## src/rtl/adder_arb_pkg.sv

```systemverilog
// rtl/adder_arb_pkg.sv - shared types and round-robin pick helper for adder_arbiter
package adder_arb_pkg;

    typedef enum logic {S_EMPTY, S_FULL} arb_state_e;

    localparam int MAX_REQ  = 32;
    localparam int ID_MAX_W = 5;

    // First set bit of valid scanning ptr, ptr+1, ... mod n; caller checks that any bit is set.
    function automatic logic [ID_MAX_W-1:0] rr_pick(
        input logic [MAX_REQ-1:0]  valid,
        input logic [ID_MAX_W-1:0] ptr,
        input logic [ID_MAX_W:0]   n
    );
        logic [ID_MAX_W-1:0] pick;
        int                  idx;
        pick = '0;
        for (int k = MAX_REQ - 1; k >= 0; k--) begin
            idx = (int'(ptr) + k) % int'(n);
            if (k < int'(n) && valid[idx[ID_MAX_W-1:0]]) begin
                pick = idx[ID_MAX_W-1:0];
            end
        end
        return pick;
    endfunction

endpackage

```

## src/rtl/adder.sv

```systemverilog
// rtl/adder.sv - combinational WIDTH-bit adder shared by the arbiter
module adder #(
    parameter int WIDTH = 8
) (
    input  logic [WIDTH-1:0] a,
    input  logic [WIDTH-1:0] b,
    output logic [WIDTH-1:0] sum
);

    assign sum = a + b;

endmodule

```

## src/rtl/rr_arbiter.sv

```systemverilog
// rtl/rr_arbiter.sv - one-hot round-robin grant from request valids and a rotating pointer
module rr_arbiter
    import adder_arb_pkg::*;
#(
    parameter int N_REQ = 4,
    parameter int ID_W  = $clog2(N_REQ)
) (
    input  logic [N_REQ-1:0] valid,
    input  logic [ID_W-1:0]  ptr,
    input  logic             enable,
    output logic [N_REQ-1:0] grant,
    output logic [ID_W-1:0]  grant_id,
    output logic             any
);

    logic [ID_MAX_W-1:0] pick;

    assign pick     = rr_pick(MAX_REQ'(valid), ID_MAX_W'(ptr), (ID_MAX_W + 1)'(N_REQ));
    assign grant_id = ID_W'(pick);
    assign any      = |valid;
    assign grant    = (enable && any) ? (N_REQ'(1) << grant_id) : '0;

endmodule

```

## src/rtl/adder_arbiter.sv

```systemverilog
// rtl/adder_arbiter.sv - round-robin sharing of one adder with a registered response slot
module adder_arbiter
    import adder_arb_pkg::*;
#(
    parameter int WIDTH = 8,
    parameter int N_REQ = 4,
    parameter int CNT_W = 16,
    localparam int ID_W = $clog2(N_REQ)
) (
    input  logic                   clk,
    input  logic                   rst_n,
    input  logic [N_REQ-1:0]       req_valid,
    output logic [N_REQ-1:0]       req_ready,
    input  logic [N_REQ*WIDTH-1:0] req_a,
    input  logic [N_REQ*WIDTH-1:0] req_b,
    output logic                   rsp_valid,
    input  logic                   rsp_ready,
    output logic [ID_W-1:0]        rsp_id,
    output logic [WIDTH-1:0]       rsp_result,
    output logic                   rsp_carry,
    output logic [CNT_W-1:0]       op_count
);

    arb_state_e       state_q, state_d;
    logic [ID_W-1:0]  rr_ptr_q, rr_ptr_d;
    logic [ID_W-1:0]  grant_id;
    logic             grant_any;
    logic             slot_free;
    logic             xfer;
    logic [WIDTH-1:0] a_sel, b_sel, sum;

    assign slot_free = (state_q == S_EMPTY) || rsp_ready;

    rr_arbiter #(
        .N_REQ (N_REQ),
        .ID_W  (ID_W)
    ) u_rr (
        .valid    (req_valid),
        .ptr      (rr_ptr_q),
        .enable   (slot_free && rst_n),
        .grant    (req_ready),
        .grant_id (grant_id),
        .any      (grant_any)
    );

    assign a_sel = req_a[grant_id*WIDTH +: WIDTH];
    assign b_sel = req_b[grant_id*WIDTH +: WIDTH];

    adder #(
        .WIDTH (WIDTH)
    ) u_adder (
        .a   (a_sel),
        .b   (b_sel),
        .sum (sum)
    );

    assign xfer      = |(req_valid & req_ready);
    assign rsp_valid = (state_q == S_FULL);

    always_comb begin
        state_d  = state_q;
        rr_ptr_d = rr_ptr_q;
        if (xfer) begin
            state_d  = S_FULL;
            rr_ptr_d = (grant_id == ID_W'(N_REQ - 1)) ? '0 : grant_id + 1'b1;
        end else if (state_q == S_FULL && rsp_ready) begin
            state_d = S_EMPTY;
        end
    end

    always_ff @(posedge clk) begin
        if (!rst_n) begin
            state_q    <= S_EMPTY;
            rr_ptr_q   <= '0;
            rsp_id     <= '0;
            rsp_result <= '0;
            rsp_carry  <= 1'b0;
            op_count   <= '0;
        end else begin
            state_q  <= state_d;
            rr_ptr_q <= rr_ptr_d;
            if (xfer) begin
                rsp_id     <= grant_id;
                rsp_result <= sum;
                rsp_carry  <= (sum < a_sel);
            end
            if (rsp_valid && rsp_ready) begin
                op_count <= op_count + 1'b1;
            end
        end
    end

    // grant_any is only informative here; the grant vector already folds it in.
    logic unused_any;
    assign unused_any = grant_any;

endmodule

```

## config.mk

```make
export PLATFORM = sky130hd
export DESIGN_NAME = adder_arbiter
export DESIGN_NICKNAME = d
export VERILOG_FILES = /design/src/rtl/adder_arb_pkg.sv /design/src/rtl/adder.sv /design/src/rtl/rr_arbiter.sv /design/src/rtl/adder_arbiter.sv
export SDC_FILE = /design/constraint.sdc
export NUM_CORES = 1
export LEC_CHECK = 0
export ABC_AREA = 1
export ABC_CLOCK_PERIOD_IN_PS = 3950
export CAP_MARGIN = 25
export CORE_MARGIN = 4
export CORE_UTILIZATION = 58
export CTS_CLUSTER_DIAMETER = 80
export DETAILED_ROUTE_END_ITERATION = 16
export DONT_BUFFER_PORTS = 1
export HOLD_SLACK_MARGIN = 0.15
export PLACE_DENSITY = 0.83
export SKIP_LAST_GASP = 1
export SLEW_MARGIN = 10
export SYNTH_ARGS = -nofsm -noshare
export SYNTH_HDL_FRONTEND = slang
export SYNTH_SLANG_ARGS = --single-unit
```

## constraint.sdc

```tcl
create_clock -name clk -period 3.95 [get_ports clk]
set_clock_uncertainty 0.1 [all_clocks]
set_input_delay 0.5925 -clock clk [delete_from_list [all_inputs] [get_ports clk]]
set_output_delay 0.5925 -clock clk [all_outputs]
set_load 0.03 [all_outputs]
```

== Yosys cells after proc, flatten, opt, wreduce, memory -nomap -nowiden ==
Cells that the tools add are included.
Cells by class
  order comparisons: 5
  bitwise logic cells: 5
  add/sub/neg operators: 6
  reduce and logical (&&, ||, !) cells: 10
  muxes and demuxes: 16
  shift operators: 3
  eq/ne operators: 1
Operators with widths (number)
  32-bit by 6-bit variable part select with 8-bit output: 2
  5-bit by 6-bit less-than comparator with 1-bit output (second input constant): 3
  16-bit by 1-bit adder with 16-bit output (second input constant): 1
  2-bit two-way mux: 5
  1-bit binary-select mux with 3-bit select: 3
  8-bit adder: 1
  8-bit less-than comparator: 1
  4-bit OR reduction: 2
  2-bit by 6-bit less-than comparator with 1-bit output (second input constant): 1
  1-bit two-way mux: 6
  2-bit OR reduction: 3
  2-bit by 1-bit adder with 2-bit output (second input constant): 2
  2-bit adder (second input constant): 2
  4-bit AND: 1
  4-bit two-way mux: 1
  1-bit by 2-bit << shifter with 4-bit output (first input constant): 1
  1-bit AND (first input constant): 3
  1-bit logical AND: 3
  1-bit binary-select mux with 2-bit select: 1
  2-bit equality test (second input constant): 1
  2-bit nonzero test: 1
  1-bit logical OR: 1
  1-bit NOT: 1
Word-level totals
  logic and storage cells: 52
  register bits after elaboration: 30
  output and inout port bits: 32
  input bits: 71

== Longest topological paths before layout ==
  word-level depth: 14
  gate-level depth with buffers: 33

== Modules after synthesis ==
A second synthesis with hierarchy kept.
Unflattened totals
  cells, all modules: 397
  area, all modules: 2527.4 sq um
By module, submodules not included
  adder_arbiter: seq. area each 600.6 sq um, cells each 287, times used 1, area an instance 1911.8 sq um
  adder: seq. area each 0.0 sq um, cells each 60, times used 1, area an instance 361.6 sq um
  rr_arbiter: seq. area each 0.0 sq um, cells each 50, times used 1, area an instance 254.0 sq um

== Least setup slack after synthesis ==
OpenSTA, ideal clock, no wires.
  path type: input-to-reg
  from: input req_valid[3]
  to: register rsp_carry
  library setup time: 0.065 ns
  path slack: 0.036 ns
  arrival time: 3.749 ns
  buffers on the path: 1
  cell stages on the path: 29
  cell sequence: inv_1 o21ai_1 nand2_2 nand3_4 nand2_2 nand2_4 nand2_4 buf_6 or2_1 a32oi_2 inv_1 ha_1 nand3_1 nand2_1 a21o_1 nand2_1 nand2_1 nand2_1 nand2_1 a21oi_1 inv_1 nand3_1 nand2_1 ha_1 a21oi_1 o21ai_0 nor3_1 a21oi_1 nor2_1
On the way
  elaborated cells between the ends (all ways): 22
  those cells by class: add/sub: 1; order compare: 1; shift: 3; mux: 13; bitwise: 1; reduce/logical: 3
RTL lines
  from (decl): RTL line adder_arbiter.sv:12  | input logic [N_REQ-1:0] req_valid,
  1-bit binary-select mux with 3-bit select: RTL line adder_arb_pkg.sv:20  | if (k < int'(n) && valid[idx[ID_MAX_W-1:0]]) begin
  1-bit two-way mux (not written as such): RTL line adder_arb_pkg.sv:20
  2-bit two-way mux (3 in series): RTL line adder_arb_pkg.sv:20
  2-bit two-way mux *: RTL line adder_arb_pkg.sv:20
  32-bit by 6-bit variable part select with 8-bit output, on equally long branches: RTL line adder_arbiter.sv:46, adder_arbiter.sv:47
  8-bit adder *: RTL line adder.sv:10  | assign sum = a + b;
  named net sum[7]: RTL line adder_arbiter.sv:30  | logic [WIDTH-1:0] a_sel, b_sel, sum;
  8-bit less-than comparator *: RTL line adder_arbiter.sv:85  | rsp_carry <= (sum < a_sel);
  to (signal assigned): RTL line adder_arbiter.sv:85
  to (decl): RTL line adder_arbiter.sv:20  | output logic rsp_carry,
Mark *: on every way through the listed nets, which the timed path passes. The rest lies on a longest branch. The select of a mux whose other input is x is not followed.
A chain may end at the register's enable or synchronous reset.

== Worst setup path in the final report ==
  from: register rr_ptr_q[0]
  to: register rsp_carry
On the way
  elaborated cells between the ends (all ways): 29
  those cells by class: add/sub: 4; order compare: 1; shift: 3; mux: 13; bitwise: 4; reduce/logical: 4
RTL lines
  from (decl): RTL line adder_arbiter.sv:25  | logic [ID_W-1:0] rr_ptr_q, rr_ptr_d;
  from (signal assigned): RTL line adder_arbiter.sv:81  | rr_ptr_q <= rr_ptr_d;
  2-bit adder: RTL line adder_arb_pkg.sv:19  | idx = (int'(ptr) + k) % int'(n);
  2-bit OR reduction (no source line)
  1-bit AND (no source line)
  1-bit binary-select mux with 3-bit select: RTL line adder_arb_pkg.sv:20
  1-bit two-way mux (not written as such): RTL line adder_arb_pkg.sv:20
  2-bit two-way mux (3 in series): RTL line adder_arb_pkg.sv:20
  2-bit two-way mux *: RTL line adder_arb_pkg.sv:20
  32-bit by 6-bit variable part select with 8-bit output, on equally long branches: RTL line adder_arbiter.sv:46, adder_arbiter.sv:47
  8-bit adder *: RTL line adder.sv:10
  named net sum[7]: RTL line adder_arbiter.sv:30
  8-bit less-than comparator *: RTL line adder_arbiter.sv:85
Marks and branches as above.

==> results.tsv <==
stage	metric	value	unit
yosys	flops & latches, synth	30	
global_routing	initial antenna violation count	0	
timing	crit share post-route	0.980	
routing	total number of vias	2716	
die	Horiz. Die Dim	74.3	um
yosys	Yosys top cell by area	dfxtp_1	
routing	drt drc	0	
final_layout	post-layout net count	525	
worst_setup_path	CP Capture Type	flop	
global_routing	vias in the first global route	2510	
placed_design	gp weighted congestion	0.940	
timing	Worst-Margin Slew	0.452	ns
timing	max-slew violations	0	
routing	via-per-instance ratio	5.59	
worst_setup_path	worst-case reg-to-reg path depth	30	
worst_setup_path	crit path DAT	4.00	ns
die	initial core utilization	0.619	
final_layout	Ant. Diodes	0	
worst_setup_path	Slowest-stage cell, CP	dfxtp_4	
global_routing	first-pass GRT wire length	10400	um
yosys	Synth top area share	0.236	
yosys	Syn Nets	487	
die	CORE AREA	4120	um2
cts	# hold bufs at CTS	0	
worst_setup_path	crit path from	rr_ptr_q[0]$_SDFFE_PN0P_	
final_layout	Design Area, Final	3090	um2
final_layout	most common cell after layout, fill and taps aside	nand2_1	
placed_design	placed cell area	2790	um2
final_layout	synthesis-to-layout area growth	21.5	%
die	die height	74.3	um
cts	Worst-Skew Late Latency	0.29	ns
cts	CTS tree	yes	
worst_setup_path	Crit path required time	4.07	ns
worst_setup_path	kind of cell adding the most delay to the critical path	simple AND/OR/NAND/NOR gates	
yosys	ys flop type	dfxtp_1	
cts	Clock H-tree levels	2	
cts	clock root buffer	clkbuf_8	
timing	Final Hold Viols	0	
worst_setup_path	Worst Path Buf+Inv	4	
yosys	sequential share of the synthesized area	0.236	
hold_path	HP Class	input pin to flop	
cts	CTS Buf Count	5	
cts	Max Buffers Root-to-Sink	2	
timing	Tmin final	3.87	ns
routing	TritonRoute pass-1 iters	4	
yosys	Mapped Area	2550	um2
die	die area	5520	um2
yosys	synthesis warning total	0	
worst_setup_path	crit path launch type	flop	
die	num ports	103	
timing	RSZ-0062 raised after global routing	yes	
yosys	Synth area leaders	dfxtp_1, nand2_1, ha_1	
worst_setup_path	CP most frequent cell	nand2_2	
yosys	Cell variety after synth	37	
run	max-cap violations	0	
cts	CTS clk-pin slew, worst paths	0.06	ns
timing	max_slew headroom	0.698	
worst_setup_path	max incr delay on CP	0.35	ns
run_status	run status	finished, final reports clean	
timing	f_max	258	MHz
worst_setup_path	cell count along the critical path	30	
routing	WL per Instance	13.6	um
yosys	Synth Instances	397	
final_layout	share of layout cells above drive strength 1	0.229	
cts	clock sink count	30	
worst_setup_path	Reg2Reg Setup Slack	0.08	ns
global_routing	grt total ovfl	0	
global_routing	largest net degree at the start of global routing	25	
worst_setup_path	worst reg2reg endpoint	rsp_carry$_SDFFE_PN0P_	
worst_setup_path	reg-to-reg critical path startpoint	rr_ptr_q[0]$_SDFFE_PN0P_	
global_routing	gr usage total	0.238	
worst_setup_path	crit path to	rsp_carry$_SDFFE_PN0P_	
routing	DR iter-0 viols	162	
yosys	Post-synth EDFFs	0	
routing	Post-DRT Antenna Nets	0	
routing	final wirelength	6620	um
placed_design	port bufs	0	
final_layout	most frequent cells in the layout	nand2_1, inv_1, nor2_1, buf_4, o21ai_0	
yosys	syn_area_per_cell	6.42	um2
yosys	async set-reset flop share out of synthesis	0	
timing	endpoints failing setup	0	
worst_setup_path	CP Max Fanout	8	
placed_design	Detailed Place HPWL	4950	um
worst_setup_path	critical path class	flop to flop	
die	Core Rows	23	
Yosys cell counts, types with 2 or more instances:
| library cell | instances |
|---|---|
| o21ai_0 | 36 |
| nand4_1 | 5 |
| buf_2 | 7 |
| xnor2_1 | 4 |
| nand2_2 | 4 |
| or2_1 | 2 |
| xor2_1 | 2 |
| ha_1 | 18 |
| clkbuf_1 | 3 |
| inv_1 | 56 |
| o21ai_2 | 2 |
| dfxtp_1 | 30 |
| o22ai_1 | 6 |
| a32oi_1 | 5 |
| buf_6 | 2 |
| nor2_1 | 46 |
| nand3_1 | 32 |
| nand2_4 | 2 |
| a32oi_2 | 3 |
| a21oi_1 | 29 |
| inv_2 | 6 |
| buf_4 | 2 |
| nand3_4 | 2 |
| nor3_1 | 4 |
| nand2_1 | 77 |
logic make-up after synthesis:
group           Yosys count  synth area share
compound gates           87             0.203
xor+xnor                  6            0.0206
fa+ha+maj                19            0.0963
buf+inv                  78             0.133
flops                    30             0.236
simple gates            177             0.311
stage by stage:
step           hold WS [ns]   util  TNS [ns]  instances  setup WS, ns
6_report              0.322  0.752         0        486        0.0780
5_1_grt               0.323  0.752    -0.292        486        -0.292
4_1_cts               0.318  0.701         0        475        0.0242
3_5_place_dp          0.473  0.677    -0.205        467        -0.205
3_3_place_gp          0.478  0.677   -0.0645        467       -0.0645
2_1_floorplan         0.408      -         0        397        0.0362
timing repair:
item | CTS | global route
gates cloned | 0 | 1
pin swaps | 0 | 18
resized for setup | 3 | 31
buffers inserted | 0 | 10
setup endpoints to repair | 1 | 1
worst reg2reg max path, delay by kind of cell, from the launching register on:
kind | cells | cell delay, ns
flops | 1 | 0.35
simple gates | 16 | 1.41
fa+ha+maj | 2 | 0.51
buf+inv | 4 | 0.41
compound gates | 8 | 1.06
worst min path at each step:
stage / startpoint / end / depth (start not counted)
floorplan: rr_ptr_q[1]$_SDFFE_PN0P_ / rr_ptr_q[1]$_SDFFE_PN0P_ / 2
global placement: rr_ptr_q[1]$_SDFFE_PN0P_ / rr_ptr_q[1]$_SDFFE_PN0P_ / 2
detailed placement: rr_ptr_q[1]$_SDFFE_PN0P_ / rr_ptr_q[1]$_SDFFE_PN0P_ / 2
CTS: rst_n / op_count[4]$_SDFFE_PN0P_ / 2
global route: rst_n / op_count[2]$_SDFFE_PN0P_ / 2
finish: rst_n / op_count[4]$_SDFFE_PN0P_ / 2
metal layers:
| metal | vias to the layer above | global-route usage | routed length, um | part of all wire |
|---|---|---|---|---|
| met5 | - | 0 | 0 | 0 |
| met4 | 0 | 0.0889 | 138 | 0.021 |
| met3 | 19 | 0.0581 | 472 | 0.071 |
| met2 | 91 | 0.429 | 3440 | 0.52 |
| met1 | 1234 | 0.271 | 2570 | 0.39 |
| li1 | 1372 | - | - | - |
registers in the layout (all words and copies together) (netlist names):
| signal | flops |
|---|---|
| rsp_id | 2 |
| rr_ptr_q | 2 |
| rsp_result | 8 |
| op_count | 16 |
| rsp_carry | 1 |
| rsp_valid | 1 |
final cells by class:
type                            count  area (um2)
Tap cell                           50        62.6
Clock buffer                        7        86.3
Inverter                           63         244
Sequential cell                    30         606
Clock inverter                      1        5.00
Timing Repair Buffer               46         379
Multi-Input combinational cell    289        1710
Fill cell                         326        1020
Power is not shown: default switching activity piles up to over one toggle a cycle in this logic, so the estimate is an artifact.
